**config.mk**
```make
export PLATFORM = sky130hd
export DESIGN_NAME = ssd_ahb_result_writer
export DESIGN_NICKNAME = d
export VERILOG_FILES = /design/src/rtl/ssd_pkg.sv /design/src/rtl/ssd_ahb_result_writer.sv
export SDC_FILE = /design/constraint.sdc
export NUM_CORES = 1
export LEC_CHECK = 0
export CORE_MARGIN = 8
export CORE_UTILIZATION = 62
export CTS_CLUSTER_DIAMETER = 30
export DETAILED_ROUTE_END_ITERATION = 6
export DONT_BUFFER_PORTS = 1
export GPL_TIMING_DRIVEN = 0
export PLACE_DENSITY_LB_ADDON = 0.15
export SYNTH_ARGS = -nofsm -noshare
export SYNTH_HDL_FRONTEND = slang
export SYNTH_SLANG_ARGS = --single-unit
```
**constraint.sdc**
```tcl
create_clock -name clk -period 3.32 [get_ports clk]
set_clock_uncertainty 0.1 [all_clocks]
set_input_delay 0.332 -clock clk [delete_from_list [all_inputs] [get_ports clk]]
set_output_delay 0.332 -clock clk [all_outputs]
set_load 0.01 [all_outputs]
```
**src/rtl/ssd_pkg.sv**
```systemverilog
// Shared definitions for the SSD result writer: AHB encodings,
// the SSD slave register map defaults and the writer FSM state type.
package ssd_pkg;

    localparam logic [31:0] SSD_BASE_DEF = 32'h4000_0000;
    localparam logic [31:0] MODE_OFS_DEF = 32'h0000_0004;
    localparam logic [31:0] DATA_OFS_DEF = 32'h0000_0000;
    localparam int          TIMEOUT_DEF  = 1024;

    typedef enum logic [1:0] {
        HTRANS_IDLE   = 2'b00,
        HTRANS_NONSEQ = 2'b10
    } htrans_t;

    localparam logic [2:0] HSIZE_WORD  = 3'b010;
    localparam logic       HRESP_OKAY  = 1'b0;
    localparam logic       HRESP_ERROR = 1'b1;

    typedef enum logic [2:0] {
        WR_IDLE,
        WR_A_MODE,
        WR_D_MODE,
        WR_A_DATA,
        WR_D_DATA
    } wr_state_t;

endpackage

```
**src/rtl/ssd_ahb_result_writer.sv**
```systemverilog
// AHB-Lite master turning classifier results into MODE/DATA register
// writes on the SSD slave, with dedup, sticky error and data-phase timeout.
module ssd_ahb_result_writer
    import ssd_pkg::*;
#(
    parameter logic [31:0] SSD_BASE    = SSD_BASE_DEF,
    parameter logic [31:0] MODE_OFS    = MODE_OFS_DEF,
    parameter logic [31:0] DATA_OFS    = DATA_OFS_DEF,
    parameter int          TIMEOUT_CYC = TIMEOUT_DEF,
    parameter bit          DEDUP       = 1'b1
) (
    input  logic        clk,
    input  logic        rst_n,
    input  logic        res_valid,
    output logic        res_ready,
    input  logic [4:0]  res_value,
    input  logic        res_mode,
    output logic [31:0] ahb_m_haddr,
    output logic [1:0]  ahb_m_htrans,
    output logic        ahb_m_hwrite,
    output logic [2:0]  ahb_m_hsize,
    output logic [31:0] ahb_m_hwdata,
    input  logic        ahb_m_hready,
    input  logic        ahb_m_hresp,
    output logic        busy,
    output logic        err,
    input  logic        err_clr
);

    localparam int CW = $clog2(TIMEOUT_CYC) + 1;

    wr_state_t     state_q, state_d;
    logic          hold_full_q, hold_full_d;
    logic [4:0]    hold_val_q;
    logic          hold_mode_q;
    logic [4:0]    cur_val_q, cur_val_d;
    logic          cur_mode_q, cur_mode_d;
    logic          last_vld_q, last_vld_d;
    logic [4:0]    last_val_q, last_val_d;
    logic          last_mode_q, last_mode_d;
    logic [CW-1:0] cnt_q, cnt_d;
    logic          err_q, err_d;

    logic accept;
    logic load;
    logic err_set;
    logic same_as_last;
    logic mode_needed;
    logic data_phase;
    logic abort;

    assign accept    = res_valid && !hold_full_q;
    assign res_ready = !hold_full_q;
    assign busy      = (state_q != WR_IDLE) || hold_full_q;
    assign err       = err_q;

    assign same_as_last = last_vld_q
                       && (hold_val_q == last_val_q)
                       && (hold_mode_q == last_mode_q);
    assign mode_needed  = !last_vld_q || (hold_mode_q != last_mode_q);

    // A bus error or an expired wait budget both abandon the result.
    assign data_phase = (state_q == WR_D_MODE) || (state_q == WR_D_DATA);
    assign abort      = data_phase
                     && ((ahb_m_hresp == HRESP_ERROR)
                      || (!ahb_m_hready && (cnt_q == CW'(TIMEOUT_CYC - 1))));

    always_comb begin
        state_d     = state_q;
        cur_val_d   = cur_val_q;
        cur_mode_d  = cur_mode_q;
        last_vld_d  = last_vld_q;
        last_val_d  = last_val_q;
        last_mode_d = last_mode_q;
        cnt_d       = '0;
        load        = 1'b0;
        err_set     = 1'b0;
        unique case (state_q)
            WR_IDLE: begin
                if (hold_full_q) begin
                    load       = 1'b1;
                    cur_val_d  = hold_val_q;
                    cur_mode_d = hold_mode_q;
                    if (DEDUP && same_as_last) begin
                        state_d = WR_IDLE;
                    end else if (mode_needed) begin
                        state_d = WR_A_MODE;
                    end else begin
                        state_d = WR_A_DATA;
                    end
                end
            end
            WR_A_MODE: begin
                if (ahb_m_hready) state_d = WR_D_MODE;
            end
            WR_A_DATA: begin
                if (ahb_m_hready) state_d = WR_D_DATA;
            end
            WR_D_MODE, WR_D_DATA: begin
                if (abort) begin
                    err_set    = 1'b1;
                    last_vld_d = 1'b0;
                    state_d    = WR_IDLE;
                end else if (ahb_m_hready) begin
                    if (state_q == WR_D_MODE) begin
                        state_d = WR_A_DATA;
                    end else begin
                        state_d     = WR_IDLE;
                        last_vld_d  = 1'b1;
                        last_val_d  = cur_val_q;
                        last_mode_d = cur_mode_q;
                    end
                end else begin
                    cnt_d = cnt_q + 1'b1;
                end
            end
            default: state_d = WR_IDLE;
        endcase
    end

    assign hold_full_d = accept || (hold_full_q && !load);
    assign err_d       = err_set || (err_q && !err_clr);

    always_comb begin
        ahb_m_htrans = HTRANS_IDLE;
        ahb_m_hwrite = 1'b0;
        ahb_m_haddr  = '0;
        ahb_m_hwdata = '0;
        ahb_m_hsize  = HSIZE_WORD;
        unique case (state_q)
            WR_A_MODE: begin
                ahb_m_htrans = HTRANS_NONSEQ;
                ahb_m_hwrite = 1'b1;
                ahb_m_haddr  = SSD_BASE + MODE_OFS;
            end
            WR_A_DATA: begin
                ahb_m_htrans = HTRANS_NONSEQ;
                ahb_m_hwrite = 1'b1;
                ahb_m_haddr  = SSD_BASE + DATA_OFS;
            end
            WR_D_MODE: ahb_m_hwdata = {31'b0, cur_mode_q};
            WR_D_DATA: ahb_m_hwdata = {27'b0, cur_val_q};
            default: ;
        endcase
    end

    always_ff @(posedge clk or negedge rst_n) begin
        if (!rst_n) begin
            state_q     <= WR_IDLE;
            hold_full_q <= 1'b0;
            hold_val_q  <= '0;
            hold_mode_q <= 1'b0;
            cur_val_q   <= '0;
            cur_mode_q  <= 1'b0;
            last_vld_q  <= 1'b0;
            last_val_q  <= '0;
            last_mode_q <= 1'b0;
            cnt_q       <= '0;
            err_q       <= 1'b0;
        end else begin
            state_q     <= state_d;
            hold_full_q <= hold_full_d;
            cur_val_q   <= cur_val_d;
            cur_mode_q  <= cur_mode_d;
            last_vld_q  <= last_vld_d;
            last_val_q  <= last_val_d;
            last_mode_q <= last_mode_d;
            cnt_q       <= cnt_d;
            err_q       <= err_d;
            if (accept) begin
                hold_val_q  <= res_value;
                hold_mode_q <= res_mode;
            end
        end
    end

endmodule

```
==> flow_summary.yaml <==
run_status:
  outcome: "complete, no violations"
sta:
  setup_tns_ns: 0
  hold_viol: 0
  fmax_mhz: 469
  setup_slack_ns: 1.19
  rsz0062_at_grt: "false"
  fin_crit_sh_pct: 64.3
  slew_violations: 0
  fin_crit_ns: 2.13
  slew_headroom_pct: 66.0
  worst_slew_pin_slew_ns: 0.503
  holdWs_ns: 0.00699
  finalSetupViolCount: 0
worst_setup_path:
  worstSetupStartpointType: "flop"
  crit_fanout: 7
  reg2reg_to: "last_val_q[0]"
  crit_chain: "buf_6, inv_1, or3_1, o21ai_0"
  cp_top_family: "simple AND/OR/NAND/NOR gates"
  cp_num_buf_inv: 2
  slowest_stage: "or3_1"
  arrival_ns: 1.70
  r2r-start: "state_q[1]"
  rr_worst_depth: 4
  r2r_slack_ns: 1.40
  worstSetupPathType: "reg -> out"
  path_depth: 4
  worstPathRequired_ns: 2.89
  end_kind: "output pin"
  max_stage_delay_ns: 0.41
floorplanning:
  io_pins: 85
  rows: 21
  initial_core_util_pct: 64.8
  coreArea_um2: 3360
  fp.dieW_um: 75.3
  dieArea_um2: 5670
  die_y_um: 75.3
yosys:
  syn_area_per_cell_um2: 10.1
  muxShareOfSynthArea_pct: 9.30
  synth-edff-count: 0
  netlist_area_um2: 2180
  yosysSeqAreaShare_pct: 40.2
  ys.flop_type: "dfrtp_1"
  async_flop_share_pct: 100
  synthDistinctLibCells: 37
  ys_ff_latch: 35
  synth_compound_area_share_pct: 5.00
  yosys.area_share.adder_pct: 0.574
  synthSimpleGateAreaFrac_pct: 13.1
  syn-instance-count: 216
  yosysWarnings: 0
  synth-xor-area-share_pct: 6.43
  synth_top_family_by_area: "buffers and inverters"
cells_and_area:
  regArea_um2: 876
  diodes: 0
  layout_commonest_cell: "buf_4"
  syn2layout_area_growth_pct: 19.5
  layout.cells.non_filler: 332
  multi_input_area_um2: 978
  layout.cells.most_common_list: "buf_4 (63), conb_1 (61), dfrtp_1 (35), mux2_2 (18), nor2_1 (16)"
  drive_gt1_share_pct: 34.3
  fillers: 241
  final_util_pct: 77.4
  final_cell_area_um2: 2600
  fin_nets: 298
placed_design:
  dpl_cell_area_um2: 2460
  placed_cells: 321
  io_buffers: 0
  dp_hpwl_um: 3360
  dpl_worst_slack_ns: 1.45
  finalWeightedCongestion: 0.801
clocking:
  numClockSinks: 35
  htree_levels: 2
  clock_insertion_delay_worst_skew_ns: 0.34
  path_clk_slew_ns: 0.12
  cts_root_buf: "clkbuf_4"
  cts_inserted_buffers: 5
  cts_buffer_depth: 2
  cts_tree: "built"
  cts_resized: 0
grt:
  grt_pass1_wl_um: 6650
  overflow: 0
  antenna_found_initial: 0
  grt_max_degree: 36
  grt_usage_pct: 15.4
  grt_pass1_vias: 1472
route:
  ant_nets: 0
  firstDrtPassIters: 4
  first_iter_violations: 83
  routed_wl_um: 4200
  wl_per_cell_um: 12.6
  drc: 0
  vias: 1475
  routed_via_density: 4.44
flow_run:
  cap_violations: 0
pwr:
  ir_drop_mv: 0.521
  p_per_area_nw_per_um2: 629
  power_leakage_nw: 1.35
  design_power_total_mw: 1.64
hold_path:
  hold_path_class: "in -> reg"
  worstHoldStart: "res_valid"
  hold_path_end: "hold_full_q"
  hold-path-cell-count: 2
## synth_stat cells, drive strengths merged, types with 2 or more instances
master | number | area (µm²)
inv | 7 | 26.3
or3 | 2 | 12.5
nand3 | 5 | 25.0
dfrtp | 35 | 876
nand2 | 9 | 33.8
xnor2 | 10 | 87.6
clkbuf | 2 | 7.51
nor3 | 2 | 10.0
conb | 2 | 7.51
nor2b | 2 | 12.5
buf | 67 | 512
o21ai | 4 | 20.0
mux2 | 18 | 203
nand4 | 3 | 18.8
and3 | 7 | 43.8
nor2 | 17 | 66.3
xor2 | 6 | 52.6
o2111ai | 2 | 17.5
## cell families after synthesis
logic type / after synthesis
other: 2
and+or+nand+nor: 55
xor gates and xnor gates: 16
DFF: 35
buffers and inverters: 76
AOI/OAI and AO/OA: 13
muxes: 18
adders and majority gates: 1
## state kept, by name, summed over array words and instances (netlist names)
register / count
cnt_q: 11
cur_mode_q: 1
cur_val_q: 5
err: 1
hold_full_q: 1
hold_mode_q: 1
hold_val_q: 5
last_mode_q: 1
last_val_q: 5
last_vld_q: 1
state_q: 3
## power by group
part	internal, mW	switching, mW	total [mW]
Sequential	0.552	0.109	0.660
Combinational	0.300	0.295	0.596
Clock	0.234	0.146	0.380
Total	1.09	0.550	1.64
## final cells by class
type,count,area share (%)
clock buffers,5,1.44
inverters,7,1.01
multi-input cells,164,37.6
plain buffers,69,20.0
flip-flops and latches,35,33.7
well taps,46,2.21
clock inverters,3,2.60
repair buffers,3,1.54
## worst max path at each step
stage                            start  slack, ns              end
after floorplan             state_q[1]       1.59       state_q[2]
after global placement    ahb_m_hready       1.48       state_q[2]
after detailed placement    state_q[1]       1.45    last_val_q[3]
after CTS                   state_q[1]       1.16  ahb_m_hwdata[0]
after global routing        state_q[1]       1.05  ahb_m_hwdata[0]
final                       state_q[1]       1.19  ahb_m_hwdata[0]
## what timing repair did
action,CTS,global route
hold endpoints to repair,36,0
setup buffers,0,0
hold buffers,3,0
## routing by layer
layer / GRT usage [%] / vias to the layer above / wire length (µm)
met5: 0 / - / 0
met4: 6.18 / 0 / 62
met3: 6.13 / 9 / 586
met2: 25.9 / 70 / 1950
met1: 17.0 / 665 / 1600
li1: - / 731 / -
(Power assumes the default switching activity.)
